### config.mk
export PLATFORM = sky130hd
export DESIGN_NAME = gray_counter
export DESIGN_NICKNAME = d
export VERILOG_FILES = /design/src/rtl/gray_counter.sv
export SDC_FILE = /design/constraint.sdc
export NUM_CORES = 1
export LEC_CHECK = 0
export ABC_CLOCK_PERIOD_IN_PS = 2800
export BUFFER_PORTS_ARGS = -buffer_cell sky130_fd_sc_hd__clkbuf_2
export CAP_MARGIN = 15
export CORE_AREA = 2 2 39 41
export CTS_CLUSTER_DIAMETER = 50
export DETAILED_ROUTE_END_ITERATION = 8
export DIE_AREA = 0 0 41 43
export HOLD_SLACK_MARGIN = 0.05
export PLACE_DENSITY = 0.71
export SYNTH_ARGS = -nofsm -noshare
export SYNTH_HDL_FRONTEND = slang
export SYNTH_SLANG_ARGS = --single-unit
### constraint.sdc
create_clock -name clk -period 2.8 [get_ports clk]
set_input_delay 0.42 -clock clk [delete_from_list [all_inputs] [get_ports clk]]
set_output_delay 0.42 -clock clk [all_outputs]
set_load 0.01 [all_outputs]
### src/rtl/gray_counter.sv
// Up/down binary counter with a registered Gray-code mirror, rollover pulse
// and limit flags. Optional saturation at the limits instead of wrapping.
module gray_counter #(
    parameter int WIDTH    = 4,
    parameter bit SATURATE = 1'b0
) (
    input  logic             clk,
    input  logic             rst,
    input  logic             en,
    input  logic             up_dn,
    input  logic             load,
    input  logic [WIDTH-1:0] load_bin,
    output logic [WIDTH-1:0] bin_out,
    output logic [WIDTH-1:0] gray_out,
    output logic             wrap,
    output logic             at_max,
    output logic             at_min
);

    localparam logic [WIDTH-1:0] MAX_VAL = '1;

    logic [WIDTH-1:0] r_bin;
    logic [WIDTH-1:0] r_gray;
    logic             r_wrap;
    logic             r_at_max;
    logic             r_at_min;

    logic [WIDTH-1:0] w_bin_next;
    logic [WIDTH-1:0] w_gray_next;
    logic             w_wrap_next;

    // Next-state selection; rst is applied in the register stage so it
    // overrides everything decided here.
    always_comb begin
        // NOTE: defaults first so every path assigns every signal (no latches).
        w_bin_next  = r_bin;
        w_wrap_next = 1'b0;
        if (load) begin
            w_bin_next = load_bin;
        end else if (en) begin
            if (up_dn) begin
                if (r_bin == MAX_VAL) begin
                    if (!SATURATE) begin
                        w_bin_next  = '0;
                        w_wrap_next = 1'b1;
                    end
                end else begin
                    w_bin_next = r_bin + WIDTH'(1);
                end
            end else begin
                if (r_bin == '0) begin
                    if (!SATURATE) begin
                        w_bin_next  = MAX_VAL;
                        w_wrap_next = 1'b1;
                    end
                end else begin
                    w_bin_next = r_bin - WIDTH'(1);
                end
            end
        end
        w_gray_next = w_bin_next ^ (w_bin_next >> 1);
    end

    // Flags and Gray code derive from the next state so they share an edge
    // with bin_out and can never disagree with it.
    always_ff @(posedge clk) begin
        // NOTE: non-blocking assignments for all sequential state.
        if (rst) begin
            r_bin    <= '0;
            r_gray   <= '0;
            r_wrap   <= 1'b0;
            r_at_max <= 1'b0;
            r_at_min <= 1'b1;
        end else begin
            r_bin    <= w_bin_next;
            r_gray   <= w_gray_next;
            r_wrap   <= w_wrap_next;
            r_at_max <= (w_bin_next == MAX_VAL);
            r_at_min <= (w_bin_next == '0);
        end
    end

    assign bin_out  = r_bin;
    assign gray_out = r_gray;
    assign wrap     = r_wrap;
    assign at_max   = r_at_max;
    assign at_min   = r_at_min;

endmodule
==> out/metrics.yaml, run 1 <==
outcome:
  status: "complete, no violations"
floorplan:
  fp.dieArea_um2: 1760
  core_footprint_um2: 1380
  dieHeight_um: 43
  dieWidth_um: 41
  pin_count: 20
  initial_core_util_pct: 41.9
  rows: 14
synth:
  synth.avg_cell_area_um2: 8.78
  syn-cell-area_um2: 579
  synth_sequential_area_ratio_pct: 34.6
  syn-num-nets: 79
  synth-warning-count: 0
  synth.ff_latch_count: 10
  synthesized_instance_count: 66
  post_synth_num_cell_types: 27
setup_path:
  crit_path_top_delay_cell: "sky130_fd_sc_hd__dfxtp_1"
  critPathTopFamily: "compound AO/OA/AOI/OAI gates"
  worstPathCellList: "inv_1, ha_1, o21bai_1, a21oi_1, a311oi_1, o41ai_1, inv_1, ha_1, nor2b_1"
  worstPathMaxFanout: 8
  cp-start-kind: "flop"
  max_stage_delay_ns: 0.45
  timing.critical_path.required_ns: 2.95
  worst_setup_path_end_kind: "flop"
  critical_path_buf_inv_count: 2
  worstSetupPathType: "reg -> reg"
  arrival_ns: 2.37
grt:
  number_of_antenna_violations_at_the_first_check_in_global_routing: 0
  grt_start_max_net_pins: 13
  grt_pass1_vias: 415
  use_met2_pct: 21.9
  globalRoute.totalOverflow: 0
  global_route.usage.total_pct: 15.1
  grt.busiest_layer: "met2"
  grt_util_met3_pct: 1.57
  gr-usage-met1_pct: 20.1
  grt_pass1_wl_um: 1770
route:
  number_of_vias_in_the_routed_layout: 518
  antenna_nets_post_route: 0
  drt-wirelength-per-cell_um: 11.0
  wl_um: 1120
  firstDrtPassIters: 4
  first_iter_violations: 5
  drc: 0
  vias_per_cell: 5.13
power:
  peak_supply_drop_mv: 0.265
  static-leakage-power_nw: 0.347
  power.density_nw_per_um2: 545
clock_tree:
  cts_made_buffers: 3
  tritoncts: "done"
  clock_sinks: 10
  hold_buffers: 0
  cts_root_buf: "sky130_fd_sc_hd__clkbuf_4"
  h-tree-depth: 1
  clock_pin_slew_reported_for_the_worst_setup_and_hold_paths_after_clock_tree_synthesis_ns: 0.07
  post_cts.resized_instances: 0
  count_of_buffers_added_by_post_cts_timing_repair_for_setup: 0
  clk_latency_ns: 0.26
  clock_tree.buffer_depth: 2
timing:
  final_report_max_slew_violation_count: 0
  hold_viol_final: 0
  final.hold.worst_slack_ns: 0.440
  max_clock_freq_mhz: 452
  total_negative_setup_slacks_ns: 0
  final.setup_skew_ns: 0.00276
  final_clock_period_utilization_by_the_worst_path_pct: 79.1
  finalCriticalPeriod_ns: 2.21
  rsz0062_at_grt: "false"
  finalSetupViolCount: 0
  max-slew-margin-rel_pct: 65.2
  measured_slew_at_the_worst_slew_check_pin_ns: 0.516
finish:
  layout.nets: 99
  antenna-diode-count: 0
  area.sequential_um2: 200
  area_of_the_multi_input_gates_um2: 334
  synth_to_layout_area_growth_pct: 22.9
  drive_gt1_share_pct: 30.6
  fillerInstances: 138
  layout.cells.most_common: "sky130_fd_sc_hd__clkbuf_2"
  commonest_non_fill_non_tap_cells_in_the_layout: "sky130_fd_sc_hd__clkbuf_2, sky130_fd_sc_hd__dfxtp_1, sky130_fd_sc_hd__inv_1, sky130_fd_sc_hd__a21oi_1, sky130_fd_sc_hd__nor2_1"
hold_path:
  min-delay-path-class: "in -> reg"
place:
  io_buffers: 19
  place.gp.congestion: 0.731
  dp_hpwl_um: 869
run:
  max_cap_violations: 0
==> layout make-up <==
| class | count | share of cell area [%] |
|---|---|---|
| Clock buffer | 4 | 5.10 |
| Inverter | 7 | 3.69 |
| Multi-Input combinational cell | 45 | 46.9 |
| Sequential cell | 10 | 28.1 |
| Tap cell | 16 | 2.81 |
| Timing Repair Buffer | 19 | 13.4 |
==> registers in the layout (all words and copies together), names as in the netlist <==
| signal | flops |
|---|---|
| at_max | 1 |
| at_min | 1 |
| bin_out | 4 |
| gray_out | 3 |
| wrap | 1 |
==> where the power goes <==
part	leakage, nW	internal (mW)	switching, mW
clock network	0.0210	0.0790	0.0494
logic	0.244	0.0435	0.0504
registers	0.0828	0.156	0.0104
total	0.347	0.278	0.110
==> stage by stage <==
step	cells	total power [mW]	cell area [um^2]	util, %	worst slack, ns
after floorplan	66	0.234	579	-	0.731
final	101	0.388	712	51.4	0.586
after global routing	101	0.417	712	51.4	0.358
after detailed placement	97	0.264	676	48.8	0.608
after CTS	101	0.394	712	51.4	0.589
after global placement	97	0.262	676	48.8	0.655
==> path summary, 6_finish.rpt <==
kind,startpoint,endpoint,slack [ns],cells after the start
setup / recovery,bin_out[0],gray_out[2],0.59,9
setup reg to reg,bin_out[0],gray_out[2],0.59,9
hold reg to reg,bin_out[2],wrap,0.64,2
hold / removal,rst,at_max,0.44,2
==> Yosys cell counts <==
master | number | share of area, %
sky130_fd_sc_hd__nor2_2 | 1 | 1.1
sky130_fd_sc_hd__or4b_1 | 1 | 1.7
sky130_fd_sc_hd__nand2_1 | 2 | 1.3
sky130_fd_sc_hd__and2_4 | 1 | 1.5
sky130_fd_sc_hd__o21ai_4 | 1 | 2.8
sky130_fd_sc_hd__o21bai_1 | 1 | 1.3
sky130_fd_sc_hd__buf_4 | 1 | 1.3
sky130_fd_sc_hd__nor3_1 | 1 | 0.86
sky130_fd_sc_hd__a311oi_1 | 1 | 1.5
sky130_fd_sc_hd__nor2_1 | 5 | 3.2
sky130_fd_sc_hd__xor2_1 | 2 | 3.0
sky130_fd_sc_hd__a2111oi_0 | 1 | 1.5
sky130_fd_sc_hd__inv_1 | 7 | 4.5
sky130_fd_sc_hd__a21boi_1 | 1 | 1.3
sky130_fd_sc_hd__nor3b_1 | 3 | 3.9
sky130_fd_sc_hd__a31o_1 | 1 | 1.5
sky130_fd_sc_hd__or4_1 | 1 | 1.3
sky130_fd_sc_hd__nand3b_1 | 1 | 1.3
sky130_fd_sc_hd__o21ai_0 | 1 | 0.86
sky130_fd_sc_hd__nand4_1 | 1 | 1.1
sky130_fd_sc_hd__nor2b_1 | 4 | 4.3
sky130_fd_sc_hd__a21oi_1 | 6 | 5.2
sky130_fd_sc_hd__ha_1 | 4 | 8.6
sky130_fd_sc_hd__clkbuf_1 | 3 | 1.9
sky130_fd_sc_hd__dfxtp_1 | 10 | 35
sky130_fd_sc_hd__o41ai_1 | 1 | 1.5
sky130_fd_sc_hd__mux2i_1 | 4 | 6.9
==> kinds of logic (layout without fill, tap and decap cells) <==
kind of cell | Yosys count | count (layout) | synth area share [%]
XOR/XNOR | 2 | 2 | 3.02
flip-flops | 10 | 10 | 34.6
adder cells (fa/ha/maj) | 4 | 4 | 8.64
AND/OR/NAND/NOR | 21 | 21 | 21.6
AO/OA/AOI/OAI | 14 | 14 | 17.5
multiplexers | 4 | 4 | 6.91
buffers and inverters | 11 | 30 | 7.78
==> routing by layer <==
layer  up-vias  wire (um)
met4         0         29
met5         -          0
met3         5         60
met1       228        512
li1        267          -
met2        18        513
No activity file was read; power rests on OpenSTA's default activity.
==> run 2: changes to the inputs <==
ABC_AREA = 1   (was unset)
ABC_CLOCK_PERIOD_IN_PS = 2300   (was 2800)
CORE_AREA = unset   (was 2 2 39 41)
CORE_MARGIN = 2   (was unset)
CORE_UTILIZATION = 45   (was unset)
DIE_AREA = unset   (was 0 0 41 43)
PLACE_DENSITY = 0.72   (was 0.71)
clock period = 2.3 ns   (was 2.8 ns; I/O delays follow)
==> run 2 against run 1 <==
Effect of this change:
- non-clock buffer count unchanged
- clock-buffer cell count unchanged
- area after synthesis up 5.6%
- global-route usage up 2.6 points
- clock skew up 0.0020 ns
- highest routed layer unchanged
- final cell count up 26%
- clock power up 23%
- first-iteration DRC count down 20%
- design area up 5.4%
- largest cell class unchanged
- register-to-register slack worse by 0.04 ns
- critical endpoint is now gray_out[0]
- synthesized cell count up 38%
- power up 21%
==> out/metrics.yaml, run 2 <==
power:
  peak_supply_drop_mv: 0.420  # +59%
  clock_power_share_pct: 33.2  # about the same
  power.density_nw_per_um2: 628  # +15%
  p_int_uw: 331  # +19%
  power.sequential.fraction_pct: 42.1  # -0.7 points
  comb_power_share_pct: 24.7  # +0.5 points
  static-leakage-power_nw: 0.418  # +20%
  netSwitchingFraction_pct: 29.9  # +1.5 points
  total_power_uw: 472  # +21%
  netSwitchingPower_uw: 141  # +28%
setup_path:
  arrival_ns: 1.92  # -0.45 ns
  crit-reg2reg-capture: "gray_out[0]"
  r2r-start: "bin_out[0]"
  worstPathCellList: "inv_1, ha_1, inv_1, nand2_1, nand3_1, nand2_1, o21ai_2, inv_1, ha_1, inv_1, nor2_1"
  cpMostUsedCell: "sky130_fd_sc_hd__inv_1"
  worst_setup_path_end_kind: "flop"
  r2r_setup_slack_ns: 0.54  # -0.04 ns
  cp-start-kind: "flop"
  worstSetupPathType: "reg -> reg"
  crit_path_top_delay_cell: "sky130_fd_sc_hd__dfxtp_1"
  max_stage_delay_ns: 0.42  # -0.03 ns
  r2r.worst_path.cells: 11  # +2
  worstPathMaxFanout: 6  # -2
  timing.critical_path.required_ns: 2.46  # -0.49 ns
synth:
  synth.ff_latch_count: 10  # unchanged
  synth-warning-count: 0  # unchanged
  netlist_top_cells_area: "sky130_fd_sc_hd__dfxtp_1, sky130_fd_sc_hd__nand2_1, sky130_fd_sc_hd__ha_1"
  syn-cell-area_um2: 612  # +5.6%
  synth_sequential_area_ratio_pct: 32.7  # -1.8 points
  synth.avg_cell_area_um2: 6.72  # -23%
  synth_async_sr_flop_share_pct: 0  # unchanged
  synth_enable_flop_cells: 0  # unchanged
  synthesized_instance_count: 91  # +38%
  post_synth_num_cell_types: 21  # -22%
  ys.flop_type: "sky130_fd_sc_hd__dfxtp_1"
  syn-num-nets: 104  # +32%
  synth_commonest_cells: "sky130_fd_sc_hd__nand2_1, sky130_fd_sc_hd__inv_1, sky130_fd_sc_hd__nor2_1"
  synth_top_area_share_pct: 32.7  # -1.8 points
  synth_most_common_cell: "sky130_fd_sc_hd__nand2_1"
  post-synth-top-area-cell: "sky130_fd_sc_hd__dfxtp_1"
finish:
  antenna-diode-count: 0  # unchanged
  commonest_non_fill_non_tap_cells_in_the_layout: "sky130_fd_sc_hd__nand2_1, sky130_fd_sc_hd__clkbuf_2, sky130_fd_sc_hd__inv_1, sky130_fd_sc_hd__nor2_1, sky130_fd_sc_hd__dfxtp_1"
  fillerInstances: 131  # -5.1%
  design_area_um2: 751  # +5.4%
  largest_reg_flops: 4  # unchanged
  area_of_the_multi_input_gates_um2: 339  # +1.5%
  synth_to_layout_area_growth_pct: 22.7
  stdcell_count: 127  # +26%
  drive_gt1_share_pct: 31.3  # +0.66 points
  layout.cells.most_common: "sky130_fd_sc_hd__nand2_1"
  area.sequential_um2: 200  # unchanged
  utilization_pct: 58.4  # +7.0 points
  layout.nets: 126  # +27%
timing:
  final_report_max_slew_violation_count: 0  # unchanged
  final.hold.worst_slack_ns: 0.347  # -0.0928 ns
  timing.final.ws_setup_ns: 0.542  # -0.0440 ns
  max_clock_freq_mhz: 569  # +26%
  measured_slew_at_the_worst_slew_check_pin_ns: 0.273  # -0.243 ns
  finalCriticalPeriod_ns: 1.76  # -0.456 ns
  finalSetupViolCount: 0  # unchanged
  final_clock_period_utilization_by_the_worst_path_pct: 76.4  # -2.6 points
  final.setup_skew_ns: 0.00476  # +0.00200 ns
  max-slew-margin-rel_pct: 81.7  # +17 points
  rsz0062_at_grt: "false"
  total_negative_setup_slacks_ns: 0  # unchanged
  hold_viol_final: 0  # unchanged
clock_tree:
  clock_tree.buffer_depth: 2  # unchanged
  h-tree-depth: 1  # unchanged
  hold_buffers: 0  # unchanged
  tritoncts: "done"
  post_cts.resized_instances: 0  # unchanged
  clock_pin_slew_reported_for_the_worst_setup_and_hold_paths_after_clock_tree_synthesis_ns: 0.07  # about the same
  cts_made_buffers: 3  # unchanged
  count_of_buffers_added_by_post_cts_timing_repair_for_setup: 0  # unchanged
  clk_latency_ns: 0.26  # about the same
  clock_sinks: 10  # unchanged
  cts_root_buf: "sky130_fd_sc_hd__clkbuf_4"
route:
  firstDrtPassIters: 4  # unchanged
  first_iter_violations: 4  # -1
  antenna_nets_post_route: 0  # unchanged
  drt-wirelength-per-cell_um: 9.09  # -18%
  number_of_vias_in_the_routed_layout: 588  # +14%
  drc: 0  # unchanged
  wl_um: 1150  # +3.5%
  vias_per_cell: 4.63  # -9.7%
hold_path:
  hold-path-cell-count: 3  # +1
  start_point_of_the_worst_min_delay_path: "load_bin[3]"
  min-delay-path-class: "in -> reg"
  worst_case_hold_path_end_point: "bin_out[3]"
grt:
  grt_pass1_vias: 469  # +13%
  grt_start_max_net_pins: 11  # -2
  global_route.usage.total_pct: 17.6  # +2.6 points
  number_of_antenna_violations_at_the_first_check_in_global_routing: 0  # unchanged
  grt_pass1_wl_um: 1880  # +6.6%
  globalRoute.totalOverflow: 0  # unchanged
place:
  dp_slack_ns: 0.563  # -0.0452 ns
  io_buffers: 19  # unchanged
  dp_hpwl_um: 955  # +10%
  place.gp.congestion: 0.734  # +0.37%
  area_of_placed_instances_um2: 714  # +5.7%
  cell_count_after_placement: 123  # +27%
floorplan:
  fp.dieArea_um2: 1670  # -5.2%
  dieWidth_um: 40.9  # -0.30%
  core_footprint_um2: 1280  # -7.1%
  dieHeight_um: 40.9  # -4.9%
  rows: 13  # -1
  pin_count: 20  # unchanged
  initial_core_util_pct: 47.6  # +5.8 points
outcome:
  status: "complete, no violations"
run:
  max_cap_violations: 0  # unchanged
==> run 2: cell types whose count changed in the layout (fill, tap and decap cells not counted), moves of 2 or more <==
cell                      before  now
sky130_fd_sc_hd__nor2b_1       4    0
sky130_fd_sc_hd__nand2_2       0    2
sky130_fd_sc_hd__nor3b_1       3    0
sky130_fd_sc_hd__nor2_1        5   13
sky130_fd_sc_hd__nand3_1       0    6
sky130_fd_sc_hd__inv_1         7   13
sky130_fd_sc_hd__inv_2         0    2
sky130_fd_sc_hd__nand3_2       0    2
sky130_fd_sc_hd__nand2_1       2   23
sky130_fd_sc_hd__mux2i_1       4    0
sky130_fd_sc_hd__xor2_1        2    0
==> run 2: cell type report <==
cell class | instances | share of cell area, %
inverters | 16 | 8.17
flip-flops and latches | 10 | 26.7
repair buffers | 19 | 12.7
well taps | 15 | 2.50
multi-input cells | 63 | 45.2
clock buffers | 4 | 4.83
==> run 2: how the worst max path moves through the flow <==
stage / from / endpoint / cells after the start
after global routing: bin_out[0] / gray_out[2] / 11
after floorplan: bin_out[0] / gray_out[0] / 11
after detailed placement: bin_out[0] / gray_out[0] / 11
after CTS: bin_out[0] / gray_out[0] / 11
final: bin_out[0] / gray_out[0] / 11
after global placement: bin_out[0] / gray_out[0] / 11
==> run 2: cell families (layout without fill, tap and decap cells) <==
logic type	count (synthesis)	after routing	share of synthesized area [%]
AOI/OAI and AO/OA	9	9	10.0
DFF	10	10	32.7
adders and majority gates	4	4	8.18
buffers and inverters	18	39	11.9
and+or+nand+nor	50	50	37.2
==> run 2: critical path, delay by kind of cell, from the launching register on <==
| kind | cells | cell delay (ns) |
|---|---|---|
| compound gates | 1 | 0.10 |
| flops | 1 | 0.42 |
| buf+inv | 4 | 0.30 |
| fa+ha+maj | 2 | 0.61 |
| simple gates | 4 | 0.21 |
==> run 2: routing by layer <==
metal	part of all wire, %	GRT usage [%]
met4	1.9	10.0
met5	0	0
met2	47	25.0
met1	46	21.6
met3	5.3	8.15
==> run 2: power by group through the flow <==
stage	Combinational [mW]	Sequential (mW)	Clock, mW
3_3_place_gp	0.116	0.202	0
3_5_place_dp	0.117	0.203	0
4_1_cts	0.118	0.199	0.160
2_1_floorplan	0.0757	0.208	0
5_1_grt	0.134	0.201	0.170
6_report	0.116	0.199	0.157
